==> config.mk <==
export PLATFORM = sky130hd
export DESIGN_NAME = fetch_stage
export DESIGN_NICKNAME = d
export VERILOG_FILES = /design/src/rtl/fetch_stage.sv
export SDC_FILE = /design/constraint.sdc
export NUM_CORES = 1
export LEC_CHECK = 0
export BUFFER_PORTS_ARGS = -buffer_cell sky130_fd_sc_hd__clkbuf_2
export CAP_MARGIN = 10
export CELL_PAD_IN_SITES_DETAIL_PLACEMENT = 1
export CELL_PAD_IN_SITES_GLOBAL_PLACEMENT = 1
export CORE_MARGIN = 2
export CORE_UTILIZATION = 36
export CTS_BUF_LIST = sky130_fd_sc_hd__clkbuf_4 sky130_fd_sc_hd__clkbuf_8 sky130_fd_sc_hd__clkbuf_16
export CTS_CLUSTER_SIZE = 40
export DETAILED_ROUTE_END_ITERATION = 10
export PLACE_DENSITY = 0.93
export SYNTH_ARGS = -nofsm -noshare
export SYNTH_HDL_FRONTEND = slang
export SYNTH_SLANG_ARGS = --single-unit
==> constraint.sdc <==
create_clock -name clk -period 5.3 [get_ports clk]
set_clock_uncertainty 0.1 [all_clocks]
set_input_delay 0.795 -clock clk [delete_from_list [all_inputs] [get_ports clk]]
set_output_delay 0.795 -clock clk [all_outputs]
set_load 0.02 [all_outputs]
==> src/rtl/fetch_stage.sv <==
// rtl/fetch_stage.sv - RISC-V instruction fetch stage with PC, IF/ID register and streaming program load.
// Optional feature macro: FETCH_BOUNDS_CHECK_EN (adds sticky fetch_oob and NOP substitution past IMEM).
module fetch_stage #(
  parameter logic [31:0] RESET_PC   = 32'h0000_0000,
  parameter int          IMEM_WORDS = 64,
  parameter logic [31:0] NOP_INSTR  = 32'h0000_0013
) (
  input  logic        clk,
  input  logic        reset,
  input  logic        stall,
  input  logic        flush,
  input  logic        redirect_valid,
  input  logic [31:0] redirect_pc,
  input  logic        load_start,
  input  logic        load_valid,
  input  logic [31:0] load_data,
  input  logic        load_last,
  output logic        load_ready,
  output logic [31:0] imem_pc,
  output logic        imem_write_en,
  output logic [31:0] imem_write_instr,
  input  logic [31:0] imem_instr,
  output logic        ifid_valid,
  output logic [31:0] ifid_pc,
  output logic [31:0] ifid_pc_plus4,
  output logic [31:0] ifid_instr,
  output logic        load_overflow,
  output logic        busy_loading
`ifdef FETCH_BOUNDS_CHECK_EN
  ,
  output logic        fetch_oob
`endif
);

  localparam logic [31:0] IMEM_BYTES = 32'(IMEM_WORDS * 4);

  typedef enum logic {S_RUN, S_LOAD} state_t;

  state_t      state_q, state_d;
  logic [31:0] pc_q, pc_d;
  logic        ifid_valid_q, ifid_valid_d;
  logic [31:0] ifid_pc_q, ifid_pc_d;
  logic [31:0] ifid_pc_plus4_q, ifid_pc_plus4_d;
  logic [31:0] ifid_instr_q, ifid_instr_d;
  logic        load_overflow_q, load_overflow_d;

  logic        pc_in_range;
  logic [31:0] pc_plus4;
  logic [31:0] fetch_word;

  assign pc_in_range = (pc_q < IMEM_BYTES);
  assign pc_plus4    = pc_q + 32'd4;

`ifdef FETCH_BOUNDS_CHECK_EN
  logic fetch_oob_q, fetch_oob_d;
  assign fetch_word = pc_in_range ? imem_instr : NOP_INSTR;
  assign fetch_oob  = fetch_oob_q;
`else
  assign fetch_word = imem_instr;
`endif

  always_comb begin
    state_d         = state_q;
    pc_d            = pc_q;
    ifid_valid_d    = ifid_valid_q;
    ifid_pc_d       = ifid_pc_q;
    ifid_pc_plus4_d = ifid_pc_plus4_q;
    ifid_instr_d    = ifid_instr_q;
    load_overflow_d = load_overflow_q;
`ifdef FETCH_BOUNDS_CHECK_EN
    fetch_oob_d     = fetch_oob_q;
`endif
    if (state_q == S_RUN) begin
      if (load_start) begin
        state_d         = S_LOAD;
        pc_d            = 32'd0;
        ifid_valid_d    = 1'b0;
        load_overflow_d = 1'b0;
      end else if (redirect_valid) begin
        // Redirect wins over stall: the stalled instruction is on the wrong path anyway.
        pc_d         = redirect_pc & ~32'd3;
        ifid_valid_d = 1'b0;
      end else if (flush) begin
        ifid_valid_d = 1'b0;
        if (!stall) begin
          pc_d = pc_plus4;
        end
      end else if (!stall) begin
        ifid_valid_d    = 1'b1;
        ifid_pc_d       = pc_q;
        ifid_pc_plus4_d = pc_plus4;
        ifid_instr_d    = fetch_word;
        pc_d            = pc_plus4;
`ifdef FETCH_BOUNDS_CHECK_EN
        if (!pc_in_range) begin
          fetch_oob_d = 1'b1;
        end
`endif
      end
    end else begin
      if (load_valid) begin
        if (!pc_in_range) begin
          load_overflow_d = 1'b1;
        end
        if (load_last) begin
          state_d = S_RUN;
          pc_d    = RESET_PC;
        end else begin
          pc_d = pc_plus4;
        end
      end
    end
  end

  always_ff @(posedge clk) begin
    if (reset) begin
      state_q         <= S_RUN;
      pc_q            <= RESET_PC;
      ifid_valid_q    <= 1'b0;
      ifid_pc_q       <= 32'd0;
      ifid_pc_plus4_q <= 32'd0;
      ifid_instr_q    <= NOP_INSTR;
      load_overflow_q <= 1'b0;
`ifdef FETCH_BOUNDS_CHECK_EN
      fetch_oob_q     <= 1'b0;
`endif
    end else begin
      state_q         <= state_d;
      pc_q            <= pc_d;
      ifid_valid_q    <= ifid_valid_d;
      ifid_pc_q       <= ifid_pc_d;
      ifid_pc_plus4_q <= ifid_pc_plus4_d;
      ifid_instr_q    <= ifid_instr_d;
      load_overflow_q <= load_overflow_d;
`ifdef FETCH_BOUNDS_CHECK_EN
      fetch_oob_q     <= fetch_oob_d;
`endif
    end
  end

  assign load_ready       = (state_q == S_LOAD);
  assign busy_loading     = (state_q == S_LOAD);
  assign imem_pc          = pc_q;
  assign imem_write_instr = load_data;
  assign imem_write_en    = (state_q == S_LOAD) && load_valid && pc_in_range;
  assign ifid_valid       = ifid_valid_q;
  assign ifid_pc          = ifid_pc_q;
  assign ifid_pc_plus4    = ifid_pc_plus4_q;
  assign ifid_instr       = ifid_valid_q ? ifid_instr_q : NOP_INSTR;
  assign load_overflow    = load_overflow_q;

endmodule

-- Yosys cells after proc, flatten, opt, wreduce, memory -nomap -nowiden
Cells that the tools add are included.
- flip-flop bits (word level): 131
- word-level logic and storage cells: 44
- input bits: 104
- output and inout bits: 165
- bitwise gates (word level): 5
- equality and inequality tests: 4
- reduce and logical (&&, ||, !) cells: 7
- order comparisons: 1
- add/sub/neg operators: 1
- multiplexer cells: 19
- operators with widths (operator ; number):
    $mux W32 ; 7
    $add A32 B3 Y32 const B ; 1
    $lt A32 B9 Y1 const B ; 1
    $mux W1 ; 12
    $ne A4 B1 Y1 const B ; 2
    $not A1 Y1 ; 5
    $reduce_and A5 Y1 ; 1
    $ne A2 B2 Y1 const B ; 2
    $reduce_and A2 Y1 ; 2
    $reduce_and A3 Y1 ; 1
    $logic_and A1 B1 Y1 ; 2
    $reduce_bool A2 Y1 ; 1

-- Longest topological paths before layout
- depth in word-level cells: 5
- gate-level depth with buffers: 8
- mapped depth without buffers: 6

-- Least setup slack after synthesis
Ideal clock, no wire load.
- kind: flip-flop to output port
- start point: reg state_q (netlist: busy_loading)
- end point: out imem_write_en
- buffers on the path: 1
- stages on the path, launching flop included: 5
- arrival time: 1.683 ns
- path slack: 2.722 ns
- cell sequence: dfxtp_1 -> clkbuf_1 -> nor4b_1 -> nand4_1 -> nor3_1
- word-level cells in the longest chain between the ends: 2
- ends and longest elaborated chain (element ; RTL line ; text):
    start: declaration ; 39 ; state_t state_q, state_d;
    start signal: assignment ; 128 ; state_q <= state_d;
    $logic_and A1 B1 Y1 (2 in series) ; 145 ; assign imem_write_en = (state_q == S_LOAD) && load_valid && pc_in_range;
    end: declaration ; 20 ; output logic imem_write_en,
Every way passes these cells.

-- Worst setup path in the final report
- start point: in redirect_valid
- end point: reg pc_q[28] (netlist: imem_pc[28])
- word-level cells in the longest chain between the ends: 3
- ends and longest elaborated chain (element ; RTL line ; text):
    start: declaration ; 12 ; input logic redirect_valid,
    $mux W32 ; 79 ; end else if (redirect_valid) begin
    $mux W32 ; 74 ; if (load_start) begin
    $mux W32 ; 73 ; if (state_q == S_RUN) begin
    end signal: assignment ; 129 ; pc_q <= pc_d;
    end: declaration ; 40 ; logic [31:0] pc_q, pc_d;
Several ways; a longest one is shown, not always the timed one.
A chain may end at the register's enable or synchronous reset.

==> flow_summary.yaml <==
layout:
  drive_gt1_share_pct: 27.5
  area.sequential_um2: 2500
  multi_input_area_um2: 3120
  final_area_um2: 7540
  layout.nets: 1028
  diodes: 0
  fillers: 2166
  area_delta_synth_final_pct: 21.3
clock_network:
  clock-sinks: 125
  cts_resized: 0
  clock_latency_ns: 0.41
  cts_buffers: 17
  clkTransAtPathRegs_ns: 0.06
  postCtsSetupBuffers: 0
  root_buffer: "clkbuf_16"
  tritoncts: "yes"
  clock_path_buffers: 2
  htree_levels: 4
  hold_buffers: 0
power:
  p_clk_share_pct: 47.0
  powerDensity_nw_per_um2: 314
  p_sw_share_pct: 26.6
  power.share.combinational_pct: 10.5
  power_switching_uw: 629
  power_leakage_nw: 3.07
  power_mw: 2.37
  internal_power_mw: 1.74
  p_seq_share_pct: 42.5
  ir_drop_v: 0.000213
critical_path:
  worst_ep_arrival_time_ns: 3.22
  cp_max_fo: 20
  cp.required_ns: 5.53
  max_stage_delay_ns: 0.73
  cp_cell_sequence: "clkbuf_2, nor3_1, a21o_1, buf_4, a22oi_1, and3_1, a211oi_1"
  r2r_cells: 5
  end_kind: "register"
  path_buf_inv: 2
  cp-startpoint: "redirect_valid"
  r2r_slack_ns: 2.41
  critPathLaunchType: "input port"
  crit_slowest_cell: "a21o_1"
  path_delay_family: "compound AO/OA/AOI/OAI gates"
  regToRegStartpoint: "busy_loading"
  worst_r2r_endpoint: "imem_pc[16]"
  critical_path_class: "in2reg"
timing:
  layout_setup_ws_ns: 2.31
  slew_headroom_pct: 26.8
  tns_ns: 0
  fin_crit_ns: 2.99
  slew_violations: 0
  timing.hold.ws_ns: 0.351
  fmax_mhz: 334
  finalSetupViolCount: 0
  fin_crit_sh_pct: 56.5
  hold_viol: 0
  tightest_slew_ns: 1.09
  rsz0062_at_grt: "false"
synthesis:
  syn_area_per_cell_um2: 7.73
  synth_most_common_cell: "nand2_1"
  synthCells: 805
  synth_top_area_share_pct: 40.2
  netlist_top_cells_area: "dfxtp_1 (40%), nand2_1 (9.4%), a21oi_1 (8.8%), buf_4 (4.8%), o21ai_0 (3.5%)"
  synth_seq_cells: 125
  synth_area_um2: 6220
  async_reset_ff_share_pct: 0
  ys_top_cells_by_count: "nand2_1 (155), dfxtp_1 (125), a21oi_1 (109)"
  ys.flop_type: "dfxtp_1"
  synth_edf_count: 0
  yosys.cell_types.count: 57
  synth_sequential_area_ratio_pct: 40.2
  yosysWarnings: 0
  synth_top_area_cell: "dfxtp_1"
floorplanning:
  io-pin-count: 269
  dieWidth_um: 135
  num_rows: 48
  dieHeight_um: 135
  initial_core_util_pct: 36.3
  fp.dieArea_um2: 18300
  core_um2: 17100
global_route:
  grt_overflow: 0
  grt_start_max_net_pins: 77
  antenna_found_initial: 0
  grt_usage_pct: 23.6
  grt_pass1_vias: 6268
  grt_pass1_wl_mm: 33.9
hold_path:
  min_path_cells: 2
  min_path_type: "reg2reg"
  whs_endpoint: "ifid_pc[23]"
  min-delay-start: "ifid_pc[23]"
place:
  dp_slack_ns: 1.96
  dp.final_hpwl_mm: 15.2
  placed_area_um2: 6990
  gp_congestion: 0.853
  portBuffers: 196
run_status:
  status: "finished clean"
drt:
  vias: 6187
  routed_wl_mm: 21.7
  vias_per_cell: 5.33
  antenna_left: 0
  drt_iter0_drc: 345
  avgRoutedWirePerCell_um: 18.7
  drc: 0
  dr.pass1.iters: 5
job:
  maxCapViolCount: 0
registers in the layout, indices dropped and copies added (netlist names):
register and count:
load_overflow 1, busy_loading 1, ifid_pc 30, ifid_instr_q 32
ifid_pc_plus4 30, ifid_valid 1, imem_pc 30
cell families after synthesis:
family	Yosys count	synth area share [%]
xor gates and xnor gates	27	3.80
buffers and inverters	121	10.1
DFF	125	40.2
AOI/OAI and AO/OA	213	20.4
other	1	0.0603
muxes	6	0.966
and+or+nand+nor	311	24.2
adders and majority gates	1	0.201
per-layer routing:
metal,wire length (um),share of wire (%),track usage (%),up-vias
met3,1410,6.5,5.69,35
met1,9400,43,29.6,2978
li1,-,-,-,2955
met5,0,0,0,-
met4,515,2.4,9.26,0
met2,10400,48,39.3,219
how the worst max path moves through the flow:
stage	to	cells after the start
floorplan	imem_write_en	4
global placement	imem_pc[28]	7
detailed placement	imem_pc[28]	7
CTS	imem_write_en	4
global route	imem_pc[28]	7
finish	imem_pc[28]	7
final cells by class:
| class | instances | share of cell area [%] |
|---|---|---|
| Tap cell | 225 | 3.73 |
| Timing Repair Buffer | 205 | 13.9 |
| Inverter | 10 | 0.498 |
| Multi-Input combinational cell | 564 | 41.3 |
| Clock buffer | 25 | 6.52 |
| Sequential cell | 125 | 33.2 |
| Clock inverter | 7 | 0.862 |
per-stage QoR:
| stage | instances | util, % |
|---|---|---|
| finish | 1161 | 44.1 |
| global route | 1161 | 44.1 |
| CTS | 1161 | 44.1 |
| detailed placement | 1129 | 40.8 |
| global placement | 1129 | 40.8 |
| floorplan | 810 | - |
power groups by stage:
stage	combinational (mW)	clock, mW	sequential [mW]
after detailed placement	0.248	0	1.03
final	0.250	1.11	1.01
after global routing	0.273	1.17	1.01
after CTS	0.250	1.14	1.01
after global placement	0.241	0	1.02
after floorplan	0.183	0	1.03
worst register-to-register path: stages, from the launching register on:
cell,delay (ns)
dfxtp_1,0.70
nor2b_1,0.70
nor2_1,0.37
buf_4,0.28
or4_1,0.51
a31oi_1,0.16
cells in the final DEF, fill, tap and decap left out, types with 5 or more instances in the layout:
cell / instances
clkbuf_2: 195
nand2_1: 155
dfxtp_1: 125
a21oi_1: 108
o21ai_0: 43
nor2_1: 35
and2_1: 31
xnor2_1: 18
clkbuf_16: 17
nand4_1: 14
nand3_1: 14
nor3_1: 13
a211oi_1: 13
a22oi_1: 11
nand2b_1: 10
inv_1: 10
buf_4: 10
xor2_1: 9
nor4_1: 8
clkbuf_4: 7
and3_1: 6
mux2i_1: 6
conb_1: 6
nor3_2: 5
a32o_1: 5
(Power assumes the default switching activity.)
